<file path="config.mk">
export PLATFORM = sky130hd
export DESIGN_NAME = uart_rx_flat
export DESIGN_NICKNAME = d
export VERILOG_FILES = /design/src/rtl/uart_rx_if.sv /design/src/rtl/uart_rx.sv /design/src/flat_wrapper.sv
export SDC_FILE = /design/constraint.sdc
export NUM_CORES = 1
export LEC_CHECK = 0
export ABC_AREA = 1
export BUFFER_PORTS_ARGS = -buffer_cell sky130_fd_sc_hd__clkbuf_2
export CAP_MARGIN = 20
export CORE_UTILIZATION = 50
export CTS_BUF_LIST = sky130_fd_sc_hd__clkbuf_8
export DETAILED_ROUTE_END_ITERATION = 6
export PLACE_DENSITY = 0.67
export SYNTH_ARGS = -nofsm -noshare
export SYNTH_HDL_FRONTEND = slang
export SYNTH_SLANG_ARGS = --single-unit
</file>
<file path="constraint.sdc">
create_clock -name clk -period 2.05 [get_ports clk]
set_input_delay 0.615 -clock clk [delete_from_list [all_inputs] [get_ports clk]]
set_output_delay 0.615 -clock clk [all_outputs]
set_load 0.005 [all_outputs]
</file>
<file path="src/rtl/uart_rx_if.sv">
// Serial-side and byte-side signals of the 8N1 UART receiver.
// slave: the receiver itself; master: line driver plus downstream consumer.
interface uart_rx_if;
  logic       rx;
  logic [7:0] rx_data;
  logic       rx_ready;
  logic       frame_error;
  logic       rx_busy;

  modport master (
    output rx,
    input  rx_data,
    input  rx_ready,
    input  frame_error,
    input  rx_busy
  );

  modport slave (
    input  rx,
    output rx_data,
    output rx_ready,
    output frame_error,
    output rx_busy
  );
endinterface

</file>
<file path="src/rtl/uart_rx.sv">
// 8N1 UART receiver: centre-sampled bits, start-glitch rejection, stop-bit framing check.
// Emits one-cycle rx_ready / frame_error strobes toward the command-frame collector.
module uart_rx #(
  parameter int unsigned CLK_FREQ  = 100000000,
  parameter int unsigned BAUD_RATE = 115200
) (
  input  logic     clk,
  input  logic     reset,
  uart_rx_if.slave uart
);

  localparam int unsigned CLKS_PER_BIT = CLK_FREQ / BAUD_RATE;
  localparam int unsigned HALF_BIT     = CLKS_PER_BIT / 2;
  localparam int unsigned CW           = $clog2(CLKS_PER_BIT);
  localparam int unsigned IDLE_ARM     = 10 * CLKS_PER_BIT;
  localparam int unsigned AW           = $clog2(IDLE_ARM + 1);

  localparam logic [CW-1:0] C_HALF_LAST = CW'(HALF_BIT - 1);
  localparam logic [CW-1:0] C_BIT_LAST  = CW'(CLKS_PER_BIT - 1);
  localparam logic [AW-1:0] C_ARM       = AW'(IDLE_ARM);

  typedef enum logic [1:0] {
    IDLE,
    START,
    DATA,
    STOP
  } state_t;

  logic          r_rx_meta;
  logic          r_rx_sync;
  logic          r_rx_sync_d;

  state_t        r_state;
  logic [2:0]    r_bit_cnt;
  logic [CW-1:0] r_clk_cnt;
  logic [7:0]    r_shift_reg;
  logic [7:0]    r_rx_data;
  logic          r_rx_ready;
  logic          r_frame_error;
  logic [AW-1:0] r_idle_cnt;

  state_t        w_state_nxt;
  logic [2:0]    w_bit_cnt_nxt;
  logic [CW-1:0] w_clk_cnt_nxt;
  logic [7:0]    w_shift_nxt;
  logic [7:0]    w_rx_data_nxt;
  logic          w_rx_ready_nxt;
  logic          w_frame_error_nxt;
  logic [AW-1:0] w_idle_cnt_nxt;
  logic          w_armed;
  logic          w_fall;

  // Two-flop synchroniser plus delayed copy for edge detection; all idle-high.
  always_ff @(posedge clk) begin
    if (reset) begin
      r_rx_meta   <= 1'b1;
      r_rx_sync   <= 1'b1;
      r_rx_sync_d <= 1'b1;
    end else begin
      r_rx_meta   <= uart.rx;
      r_rx_sync   <= r_rx_meta;
      r_rx_sync_d <= r_rx_sync;
    end
  end

  // Frame starts are accepted only after a full character time of idle line
  // since reset, so a line held low or a frame cut by reset cannot start one.
  assign w_armed = (r_idle_cnt == C_ARM);
  assign w_fall  = !r_rx_sync && r_rx_sync_d;

  always_ff @(posedge clk) begin
    if (reset) begin
      r_state       <= IDLE;
      r_bit_cnt     <= '0;
      r_clk_cnt     <= '0;
      r_shift_reg   <= '0;
      r_rx_data     <= '0;
      r_rx_ready    <= 1'b0;
      r_frame_error <= 1'b0;
      r_idle_cnt    <= '0;
    end else begin
      r_state       <= w_state_nxt;
      r_bit_cnt     <= w_bit_cnt_nxt;
      r_clk_cnt     <= w_clk_cnt_nxt;
      r_shift_reg   <= w_shift_nxt;
      r_rx_data     <= w_rx_data_nxt;
      r_rx_ready    <= w_rx_ready_nxt;
      r_frame_error <= w_frame_error_nxt;
      r_idle_cnt    <= w_idle_cnt_nxt;
    end
  end

  always_comb begin
    w_state_nxt       = r_state;
    w_bit_cnt_nxt     = r_bit_cnt;
    w_clk_cnt_nxt     = r_clk_cnt;
    w_shift_nxt       = r_shift_reg;
    w_rx_data_nxt     = r_rx_data;
    w_rx_ready_nxt    = 1'b0;
    w_frame_error_nxt = 1'b0;
    w_idle_cnt_nxt    = r_idle_cnt;

    unique case (r_state)
      IDLE: begin
        if (!w_armed) begin
          if (r_rx_sync) begin
            w_idle_cnt_nxt = r_idle_cnt + AW'(1);
          end else begin
            w_idle_cnt_nxt = '0;
          end
        end else if (w_fall) begin
          w_state_nxt   = START;
          w_clk_cnt_nxt = '0;
        end
      end

      START: begin
        if (r_clk_cnt == C_HALF_LAST) begin
          if (!r_rx_sync) begin
            w_state_nxt   = DATA;
            w_clk_cnt_nxt = '0;
            w_bit_cnt_nxt = '0;
          end else begin
            w_state_nxt = IDLE;
          end
        end else begin
          w_clk_cnt_nxt = r_clk_cnt + CW'(1);
        end
      end

      DATA: begin
        if (r_clk_cnt == C_BIT_LAST) begin
          w_clk_cnt_nxt = '0;
          w_shift_nxt   = {r_rx_sync, r_shift_reg[7:1]};
          if (r_bit_cnt == 3'd7) begin
            w_state_nxt = STOP;
          end else begin
            w_bit_cnt_nxt = r_bit_cnt + 3'd1;
          end
        end else begin
          w_clk_cnt_nxt = r_clk_cnt + CW'(1);
        end
      end

      STOP: begin
        // Leaving at the stop-bit centre lets an immediately following start edge be seen.
        if (r_clk_cnt == C_BIT_LAST) begin
          w_state_nxt = IDLE;
          if (r_rx_sync) begin
            w_rx_data_nxt  = r_shift_reg;
            w_rx_ready_nxt = 1'b1;
          end else begin
            w_frame_error_nxt = 1'b1;
          end
        end else begin
          w_clk_cnt_nxt = r_clk_cnt + CW'(1);
        end
      end
    endcase
  end

  assign uart.rx_data     = r_rx_data;
  assign uart.rx_ready    = r_rx_ready;
  assign uart.frame_error = r_frame_error;
  assign uart.rx_busy     = (r_state != IDLE);

endmodule
</file>
<file path="src/flat_wrapper.sv">
// flat-port wrapper written by rule: the top's interface ports become plain ports
module uart_rx_flat 
#(
  parameter int unsigned CLK_FREQ  = 100000000,
  parameter int unsigned BAUD_RATE = 115200
)
  (clk, reset, uart_rx, uart_rx_data, uart_rx_ready, uart_frame_error, uart_rx_busy);
  uart_rx_if uart_i ();
  input  logic clk;
  input  logic reset;
  input wire logic [$bits(uart_i.rx)-1:0] uart_rx;
  output wire logic [$bits(uart_i.rx_data)-1:0] uart_rx_data;
  output wire logic [$bits(uart_i.rx_ready)-1:0] uart_rx_ready;
  output wire logic [$bits(uart_i.frame_error)-1:0] uart_frame_error;
  output wire logic [$bits(uart_i.rx_busy)-1:0] uart_rx_busy;
  assign uart_i.rx = uart_rx;
  assign uart_rx_data = uart_i.rx_data;
  assign uart_rx_ready = uart_i.rx_ready;
  assign uart_frame_error = uart_i.frame_error;
  assign uart_rx_busy = uart_i.rx_busy;
  uart_rx #(.CLK_FREQ(CLK_FREQ), .BAUD_RATE(BAUD_RATE)) u_core (.clk(clk), .reset(reset), .uart(uart_i));
endmodule
</file>
==> results_tabular.tex, run 1 <==
\begin{tabular}{lr}
\hline
Metric & Value \\
\hline
\multicolumn{2}{l}{\textbf{Outcome}} \\
Outcome & finished clean \\
\multicolumn{2}{l}{\textbf{Pwr}} \\
Relative contribution of combinational cells to total power & 0.089 \\
Standby leakage power & 1.17 nW \\
Maximum vdd ir drop & 0.263 mV \\
Fraction of power consumed by the clock network & 0.350 \\
Internal Dissipation & 1.29 mW \\
Switching share of power & 0.285 \\
Part of the total power dissipated in sequential elements & 0.561 \\
Total net switching power & 0.514 mW \\
Pwr per Cell Area & $\sim$600 mW/mm² \\
\multicolumn{2}{l}{\textbf{Floorplan}} \\
Die X-Extent & 77.3 µm \\
DIE AREA & between 0.005 and 0.006 mm² \\
Starting utilization of the core area & 0.518 \\
Site Rows & 27 \\
Total I/O pin count & 14 \\
Core Region & around 0.0055 mm² \\
Chip height & 77.3 µm \\
\multicolumn{2}{l}{\textbf{Synth}} \\
Number of synthesized flops with an enable pin & 0 \\
Post-synth top flop & sky130\_fd\_sc\_hd\_\_dfxtp\_1 \\
Post-synth cell types & 38 \\
Cell type with the largest total area after synthesis & sky130\_fd\_sc\_hd\_\_dfxtp\_1 \\
Nets in the synthesized netlist & 404 \\
Synthesized area & 0.00283 mm² \\
Area fraction of the dominant cell type after synthesis & 0.353 \\
Top area cells in the synthesized netlist & sky130\_fd\_sc\_hd\_\_dfxtp\_1 (35\%), sky130\_fd\_sc\_hd\_\_nand2\_1 (11\%), sky130\_fd\_sc\_hd\_\_nand3\_1 (5.7\%), sky130\_fd\_sc\_hd\_\_inv\_1 (5.4\%), sky130\_fd\_sc\_hd\_\_a21oi\_1 (5.1\%) \\
Flops \& latches, synth & 50 \\
Sequential cell area fraction in the yosys report & 0.353 \\
FFs w/ async S/R, synth & 0 \\
Average instance area after synthesis & 7.17 µm² \\
Number of warnings issued by yosys & 0 \\
Cells after synthesis & 395 \\
\multicolumn{2}{l}{\textbf{Setup path}} \\
Sort of element at the start of the critical path & flip-flop \\
Arrival time at the worst endpoint & 1.32 ns \\
Flop2flop setup slack & 0.26 ns \\
Category of the most critical setup path & flip-flop to output pin \\
Critical Path End & uart\_rx\_busy \\
Critical path launch point & u\_core.r\_state[0] \\
Critical R2R Capture & u\_core.r\_clk\_cnt[5] \\
Largest fanout of any net on the critical path & 7 \\
Number of cells traversed by the worst register-to-register path & 8 \\
Crit path required time & around 1.4 ns \\
Kind of end point of the critical path & output pin \\
Start of the worst register-to-register path & u\_core.r\_clk\_cnt[0] \\
\multicolumn{2}{l}{\textbf{Place}} \\
Worst slack at placement & roughly 0.28 ns \\
Detailed-placement wirelength estimate & 4430 µm \\
Number of cells after detailed placement & 474 \\
Total placed instance area & 0.00296 mm² \\
Port Buffers & 13 \\
GP Congestion & 0.940 \\
\multicolumn{2}{l}{\textbf{CTS}} \\
Total clock buffers created by CTS & 5 \\
Sink count of the clock tree & 50 \\
Total setup buffers inserted after CTS & 0 \\
CTS root buffer & sky130\_fd\_sc\_hd\_\_clkbuf\_8 \\
Clock network latency to the later pin of the worst-skew pair & 0.32 ns \\
Max Buffers Root-to-Sink & 2 \\
Number of levels in the clock H-tree & 2 \\
Clock transition at the register clock pins on the worst setup and hold paths after CTS & 0.11 ns \\
CTS hold repair buffers & 0 \\
Cells resized by post-CTS repair & 0 \\
CTS tree & yes \\
\multicolumn{2}{l}{\textbf{Worst hold path}} \\
Worst hold-check path type & flip-flop to flip-flop \\
\multicolumn{2}{l}{\textbf{Route}} \\
Total routed wirelength & 5940 µm \\
Wire length per cell after detailed routing & 12.3 µm \\
Overall via count from detail\_route & approximately 2500 \\
Number of vias per cell after detailed routing & approximately 5.3 \\
Number of DRC markers after the initial detailed-route iteration & 90 \\
Post-route ant nets & 0 \\
Total iterations of the first detailed-routing run & 4 \\
Number of design rule violations left after detail routing & 0 \\
\multicolumn{2}{l}{\textbf{Global route}} \\
Number of antenna violations at the first check in global routing & 0 \\
Largest net degree at the start of global routing & 23 \\
First-pass GRT wire length & 10300 µm \\
Congestion Overflow GR & 0 \\
Number of global-route vias before repair & 2210 \\
Overall global routing resource usage & 0.219 \\
\multicolumn{2}{l}{\textbf{Cells and area}} \\
Commonest non-fill, non-tap cell in the layout & sky130\_fd\_sc\_hd\_\_nand2\_1 \\
Number of standard cells in the final layout excluding fillers & $\sim$480 \\
Net count, final & 418 \\
Fraction of final layout cells with drive strength greater than 1 & 0.183 \\
Commonest cells after routing, fill and taps aside & sky130\_fd\_sc\_hd\_\_nand2\_1 (82), sky130\_fd\_sc\_hd\_\_dfxtp\_1 (50), sky130\_fd\_sc\_hd\_\_inv\_1 (41), sky130\_fd\_sc\_hd\_\_nor2\_1 (36), sky130\_fd\_sc\_hd\_\_nand3\_1 (32) \\
Most flops, register & u\_core.r\_idle\_cnt \\
Summed area of non-filler cells in the final layout & between 0.003 and 0.004 mm² \\
Biggest regs & u\_core.r\_idle\_cnt: 14 flops, u\_core.r\_clk\_cnt: 10 flops \\
Antenna cell count & 0 \\
Filler cell count & 553 \\
Relative area change from synthesis to final layout & 7.95\% \\
Number of flip-flops in the largest register & 14 \\
\multicolumn{2}{l}{\textbf{Timing}} \\
Clk\_skew & 0.0132 ns \\
Final setup violation count & 0 \\
Unrepaired setup endpoints after global routing & false \\
Tightest Pin Transition & 0.563 ns \\
Tightest slew margin relative to the limit & 0.624 \\
Crit share post-route & 0.946 \\
Shortest clock period the worst path allows after layout & 1.94 ns \\
Post-route setup slack & roughly 0.11 ns \\
Setup Total Neg Slack & 0 ns \\
Achievable frequency & 0.516 GHz \\
Total count of max-transition violations in the final report & 0 \\
Count of endpoints failing hold in the final timing report & 0 \\
\multicolumn{2}{l}{\textbf{Job}} \\
Number of max-cap violations & 0 \\
\hline
\end{tabular}
final cells by class:
cell class,count,area (µm²),area share
inverter,53,209,0.0683
tap,72,90.1,0.0294
clock inverter,3,26.3,0.00859
multi-input combinational,283,1580,0.515
timing repair buffer,16,87.6,0.0286
sequential,50,1000,0.327
clock buffer,5,68.8,0.0225
critical path, stage by stage (launching register included):
cell and delay (ns):
sky130_fd_sc_hd__dfxtp_1 0.69, sky130_fd_sc_hd__nor2_4 0.14, sky130_fd_sc_hd__inv_1 0.08, sky130_fd_sc_hd__clkbuf_2 0.10
metrics by stage:
| stage | hold WS (ns) | utilization | power, mW |
|---|---|---|---|
| 3_5_place_dp | 0.401 | 0.542 | 1.19 |
| 5_1_grt | 0.443 | 0.559 | 1.89 |
| 6_report | 0.423 | 0.559 | 1.80 |
| 3_3_place_gp | 0.391 | 0.542 | 1.19 |
| 4_1_cts | 0.429 | 0.559 | 1.82 |
| 2_1_floorplan | 0.389 | - | 1.16 |
Yosys cell counts (2+ instances only):
library cell,n
sky130_fd_sc_hd__nand2_2,5
sky130_fd_sc_hd__nor4_1,2
sky130_fd_sc_hd__nand3b_1,3
sky130_fd_sc_hd__ha_1,6
sky130_fd_sc_hd__o211ai_1,2
sky130_fd_sc_hd__nand2_1,82
sky130_fd_sc_hd__nand3_2,5
sky130_fd_sc_hd__nor2_2,3
sky130_fd_sc_hd__a21oi_2,9
sky130_fd_sc_hd__dfxtp_1,50
sky130_fd_sc_hd__nand3_1,32
sky130_fd_sc_hd__nand2_4,3
sky130_fd_sc_hd__clkinv_2,2
sky130_fd_sc_hd__buf_2,2
sky130_fd_sc_hd__o21ai_1,12
sky130_fd_sc_hd__nor2_1,36
sky130_fd_sc_hd__nor2_8,2
sky130_fd_sc_hd__a21oi_1,29
sky130_fd_sc_hd__nand4_1,18
sky130_fd_sc_hd__inv_2,8
sky130_fd_sc_hd__nor3_1,5
sky130_fd_sc_hd__nor2_4,4
sky130_fd_sc_hd__or2_2,2
sky130_fd_sc_hd__inv_1,41
sky130_fd_sc_hd__o21ai_0,11
sky130_fd_sc_hd__xor2_1,5
sky130_fd_sc_hd__clkbuf_1,5
layer usage:
metal | track usage | part of all wire
met4 | 0.0811 | 0.017
met5 | 0 | 0
met1 | 0.297 | 0.50
met3 | 0.0524 | 0.042
met2 | 0.333 | 0.44
worst min-delay path by stage:
| stage | startpoint | cells past startpoint | slack, ns | endpoint |
|---|---|---|---|---|
| 2_1_floorplan | u_core.r_rx_meta | 1 | 0.39 | u_core.r_rx_sync |
| 3_3_place_gp | u_core.r_rx_meta | 1 | 0.39 | u_core.r_rx_sync |
| 3_5_place_dp | u_core.r_rx_meta | 1 | 0.40 | u_core.r_rx_sync |
| 4_1_cts | u_core.r_rx_meta | 1 | 0.43 | u_core.r_rx_sync |
| 5_1_grt | u_core.r_rx_meta | 1 | 0.44 | u_core.r_rx_sync |
| 6_report | u_core.r_rx_meta | 1 | 0.42 | u_core.r_rx_sync |
power groups by stage:
stage | Sequential, mW | Clock [mW] | Combinational (mW)
detailed placement | 1.03 | 0 | 0.160
floorplan | 1.02 | 0 | 0.138
global route | 1.02 | 0.691 | 0.183
global placement | 1.03 | 0 | 0.158
finish | 1.01 | 0.631 | 0.160
CTS | 1.01 | 0.648 | 0.160
kinds of logic after synthesis:
| group | after synthesis | share of synthesized area |
|---|---|---|
| simple gates | 206 | 0.378 |
| compound gates | 66 | 0.136 |
| buf+inv | 62 | 0.0905 |
| flops | 50 | 0.353 |
| fa+ha+maj | 6 | 0.0265 |
| xor+xnor | 5 | 0.0155 |
Power figures use the tool's default switching activity.
==> run 2, diff against run 1 <==
--- a/config.mk
+++ b/config.mk
@@ -12,6 +12,7 @@
 export CTS_BUF_LIST = sky130_fd_sc_hd__clkbuf_8
 export DETAILED_ROUTE_END_ITERATION = 6
 export PLACE_DENSITY = 0.67
+export REMOVE_ABC_BUFFERS = 1
 export SYNTH_ARGS = -nofsm -noshare
 export SYNTH_HDL_FRONTEND = slang
 export SYNTH_SLANG_ARGS = --single-unit
==> run 2 against run 1 <==
Against the previous run: global-route usage down 1.4 points; via count down 1.5%; clock power down 3.5%; maximum frequency up 1.9%; power down 1.3%; sequential power about the same; cell count up 0.21%; wire length down 1.8%; count of clock-buffer cells in the layout up 1; combinational power about the same; final area up 0.41%; flip-flop and latch count unchanged; highest routed layer unchanged.
==> results_tabular.tex, run 2 (synthesized netlist as in run 1, its figures left out) <==
\begin{tabular}{lr}
\hline
Metric & Value \\
\hline
\multicolumn{2}{l}{\textbf{Outcome}} \\
Outcome & finished clean (unchanged) \\
\multicolumn{2}{l}{\textbf{Pwr}} \\
Standby leakage power & 1.17 nW (about the same) \\
Pwr per Cell Area & 579 mW/mm² (was 589 mW/mm²) \\
Maximum vdd ir drop & 0.408 mV (was 0.263 mV) \\
\multicolumn{2}{l}{\textbf{Setup path}} \\
Sort of element at the start of the critical path & flip-flop (unchanged) \\
Crit path required time & 1.43 ns (about the same) \\
Critical Path, Cell by Cell & nor2\_4 > inv\_1 > clkbuf\_2 (unchanged) \\
Cell type of the slowest stage on the worst timing path & sky130\_fd\_sc\_hd\_\_dfxtp\_1 (unchanged) \\
Largest stage delay on the critical path & 0.67 ns (was 0.69 ns) \\
Category of the most critical setup path & flip-flop to output pin (unchanged) \\
Arrival time at the worst endpoint & 1.29 ns (was 1.32 ns) \\
Kind of end point of the critical path & output pin (unchanged) \\
Largest fanout of any net on the critical path & 7 (unchanged) \\
\multicolumn{2}{l}{\textbf{Cells and area}} \\
Final core area utilization & 0.561 (was 0.559) \\
Fraction of final layout cells with drive strength greater than 1 & 0.185 (was 0.183) \\
Commonest cells after routing, fill and taps aside & sky130\_fd\_sc\_hd\_\_nand2\_1 (82), sky130\_fd\_sc\_hd\_\_dfxtp\_1 (50), sky130\_fd\_sc\_hd\_\_inv\_1 (41), sky130\_fd\_sc\_hd\_\_nor2\_1 (36), sky130\_fd\_sc\_hd\_\_nand3\_1 (32) (unchanged) \\
Commonest non-fill, non-tap cell in the layout & sky130\_fd\_sc\_hd\_\_nand2\_1 (unchanged) \\
Number of flip-flops in the largest register & 14 (unchanged) \\
Net count, final & 419 (was 418) \\
Biggest regs & u\_core.r\_idle\_cnt: 14 flops, u\_core.r\_clk\_cnt: 10 flops (unchanged) \\
Antenna cell count & 0 (unchanged) \\
Relative area change from synthesis to final layout & 8.39\% (was 7.95\%) \\
Most flops, register & u\_core.r\_idle\_cnt (unchanged) \\
\multicolumn{2}{l}{\textbf{Route}} \\
Post-route ant nets & 0 (unchanged) \\
Number of design rule violations left after detail routing & 0 (unchanged) \\
Number of vias per cell after detailed routing & 5.18 (was 5.26) \\
Number of DRC markers after the initial detailed-route iteration & 87 (was 90) \\
Wire length per cell after detailed routing & 12.1 µm (was 12.3 µm) \\
Total iterations of the first detailed-routing run & 4 (unchanged) \\
Total routed wirelength & 5830 µm (was 5940 µm) \\
Overall via count from detail\_route & 2500 (was 2537) \\
\multicolumn{2}{l}{\textbf{Global route}} \\
Congestion Overflow GR & 0 (unchanged) \\
Number of global-route vias before repair & 2173 (was 2210) \\
Layer with the highest usage after global routing & met2 (unchanged) \\
Overall global routing resource usage & 0.205 (was 0.219) \\
Number of antenna violations at the first check in global routing & 0 (unchanged) \\
Met1 global-route usage & 0.266 (was 0.297) \\
Largest net degree at the start of global routing & 22 (was 23) \\
First-pass GRT wire length & 9770 µm (was 10300 µm) \\
GR met3 Demand/Resource & 0.0357 (was 0.0524) \\
Met2 usage in global routing & 0.327 (was 0.333) \\
\multicolumn{2}{l}{\textbf{Timing}} \\
Total count of max-transition violations in the final report & 0 (unchanged) \\
Tightest slew margin relative to the limit & 0.639 (was 0.624) \\
Count of endpoints failing hold in the final timing report & 0 (unchanged) \\
Crit share post-route & 0.928 (was 0.946) \\
Setup Total Neg Slack & 0 ns (unchanged) \\
Clk\_skew & 0.00782 ns (was 0.0132 ns) \\
Unrepaired setup endpoints after global routing & false (unchanged) \\
Tightest Pin Transition & 0.540 ns (was 0.563 ns) \\
Shortest clock period the worst path allows after layout & 1.90 ns (was 1.94 ns) \\
Achievable frequency & 0.526 GHz (was 0.516 GHz) \\
Final setup violation count & 0 (unchanged) \\
\multicolumn{2}{l}{\textbf{Worst hold path}} \\
Worst hold-check path type & flip-flop to flip-flop (unchanged) \\
\multicolumn{2}{l}{\textbf{CTS}} \\
Cells resized by post-CTS repair & 0 (unchanged) \\
CTS tree & yes (unchanged) \\
Number of levels in the clock H-tree & 2 (unchanged) \\
Sink count of the clock tree & 50 (unchanged) \\
Total setup buffers inserted after CTS & 0 (unchanged) \\
Clock transition at the register clock pins on the worst setup and hold paths after CTS & 0.09 ns (was 0.11 ns) \\
CTS root buffer & sky130\_fd\_sc\_hd\_\_clkbuf\_8 (unchanged) \\
Clock network latency to the later pin of the worst-skew pair & 0.30 ns (was 0.32 ns) \\
CTS hold repair buffers & 0 (unchanged) \\
Max Buffers Root-to-Sink & 2 (unchanged) \\
Total clock buffers created by CTS & 5 (unchanged) \\
\multicolumn{2}{l}{\textbf{Floorplan}} \\
Die X-Extent & 77.3 µm (unchanged) \\
DIE AREA & 0.00597 mm² (unchanged) \\
Site Rows & 27 (unchanged) \\
Core Region & 0.00547 mm² (unchanged) \\
Total I/O pin count & 14 (unchanged) \\
Chip height & 77.3 µm (unchanged) \\
Starting utilization of the core area & 0.518 (unchanged) \\
\multicolumn{2}{l}{\textbf{Job}} \\
Number of max-cap violations & 0 (unchanged) \\
\multicolumn{2}{l}{\textbf{Place}} \\
Port Buffers & 13 (unchanged) \\
Detailed-placement wirelength estimate & 4470 µm (was 4430 µm) \\
GP Congestion & 0.925 (was 0.940) \\
\hline
\end{tabular}
==> run 2: layer usage <==
layer  part of all wire  up-vias
met2               0.46       31
met1               0.49     1126
met5                  0        -
met3              0.023       15
met4              0.026        0
li1                   -     1328
==> run 2: cell type report <==
class / instances / area, µm²
multi-input cells: 283 / 1580
inverters: 53 / 209
well taps: 72 / 90.1
repair buffers: 17 / 95.1
fillers: 541 / 2400
flip-flops and latches: 50 / 1000
clock inverters: 2 / 17.5
clock buffers: 6 / 82.6
==> run 2: final timing paths <==
path	cells past startpoint	to	slack, ns	startpoint
setup / recovery	3	uart_rx_busy	0.15	u_core.r_state[0]
hold / removal	1	u_core.r_rx_sync	0.42	u_core.r_rx_meta
setup reg to reg	8	u_core.r_idle_cnt[1]	0.28	u_core.r_idle_cnt[0]
hold reg to reg	1	u_core.r_rx_sync	0.42	u_core.r_rx_meta
==> run 2: per-stage QoR <==
stage	setup WS (ns)	instances	hold WS (ns)	total power, mW	area (µm²)
6_report	0.148	483	0.418	1.78	3070
5_1_grt	0.0892	483	0.432	1.86	3070
4_1_cts	0.129	483	0.423	1.81	3070
3_5_place_dp	0.285	475	0.399	1.19	2970
3_3_place_gp	0.307	475	0.394	1.19	2970
2_1_floorplan	0.511	386	0.389	1.14	2790
==> run 2: critical path, delay by kind of cell, from the launching register on <==
family / cells / cell delay, ns
DFF: 1 / 0.67
buffers and inverters: 2 / 0.17
and+or+nand+nor: 1 / 0.13
==> run 2: where the power goes <==
group          internal [mW]  switching, mW  total [mW]
sequential             0.986         0.0234        1.01
clock                  0.278          0.331       0.609
combinational         0.0511          0.109       0.160
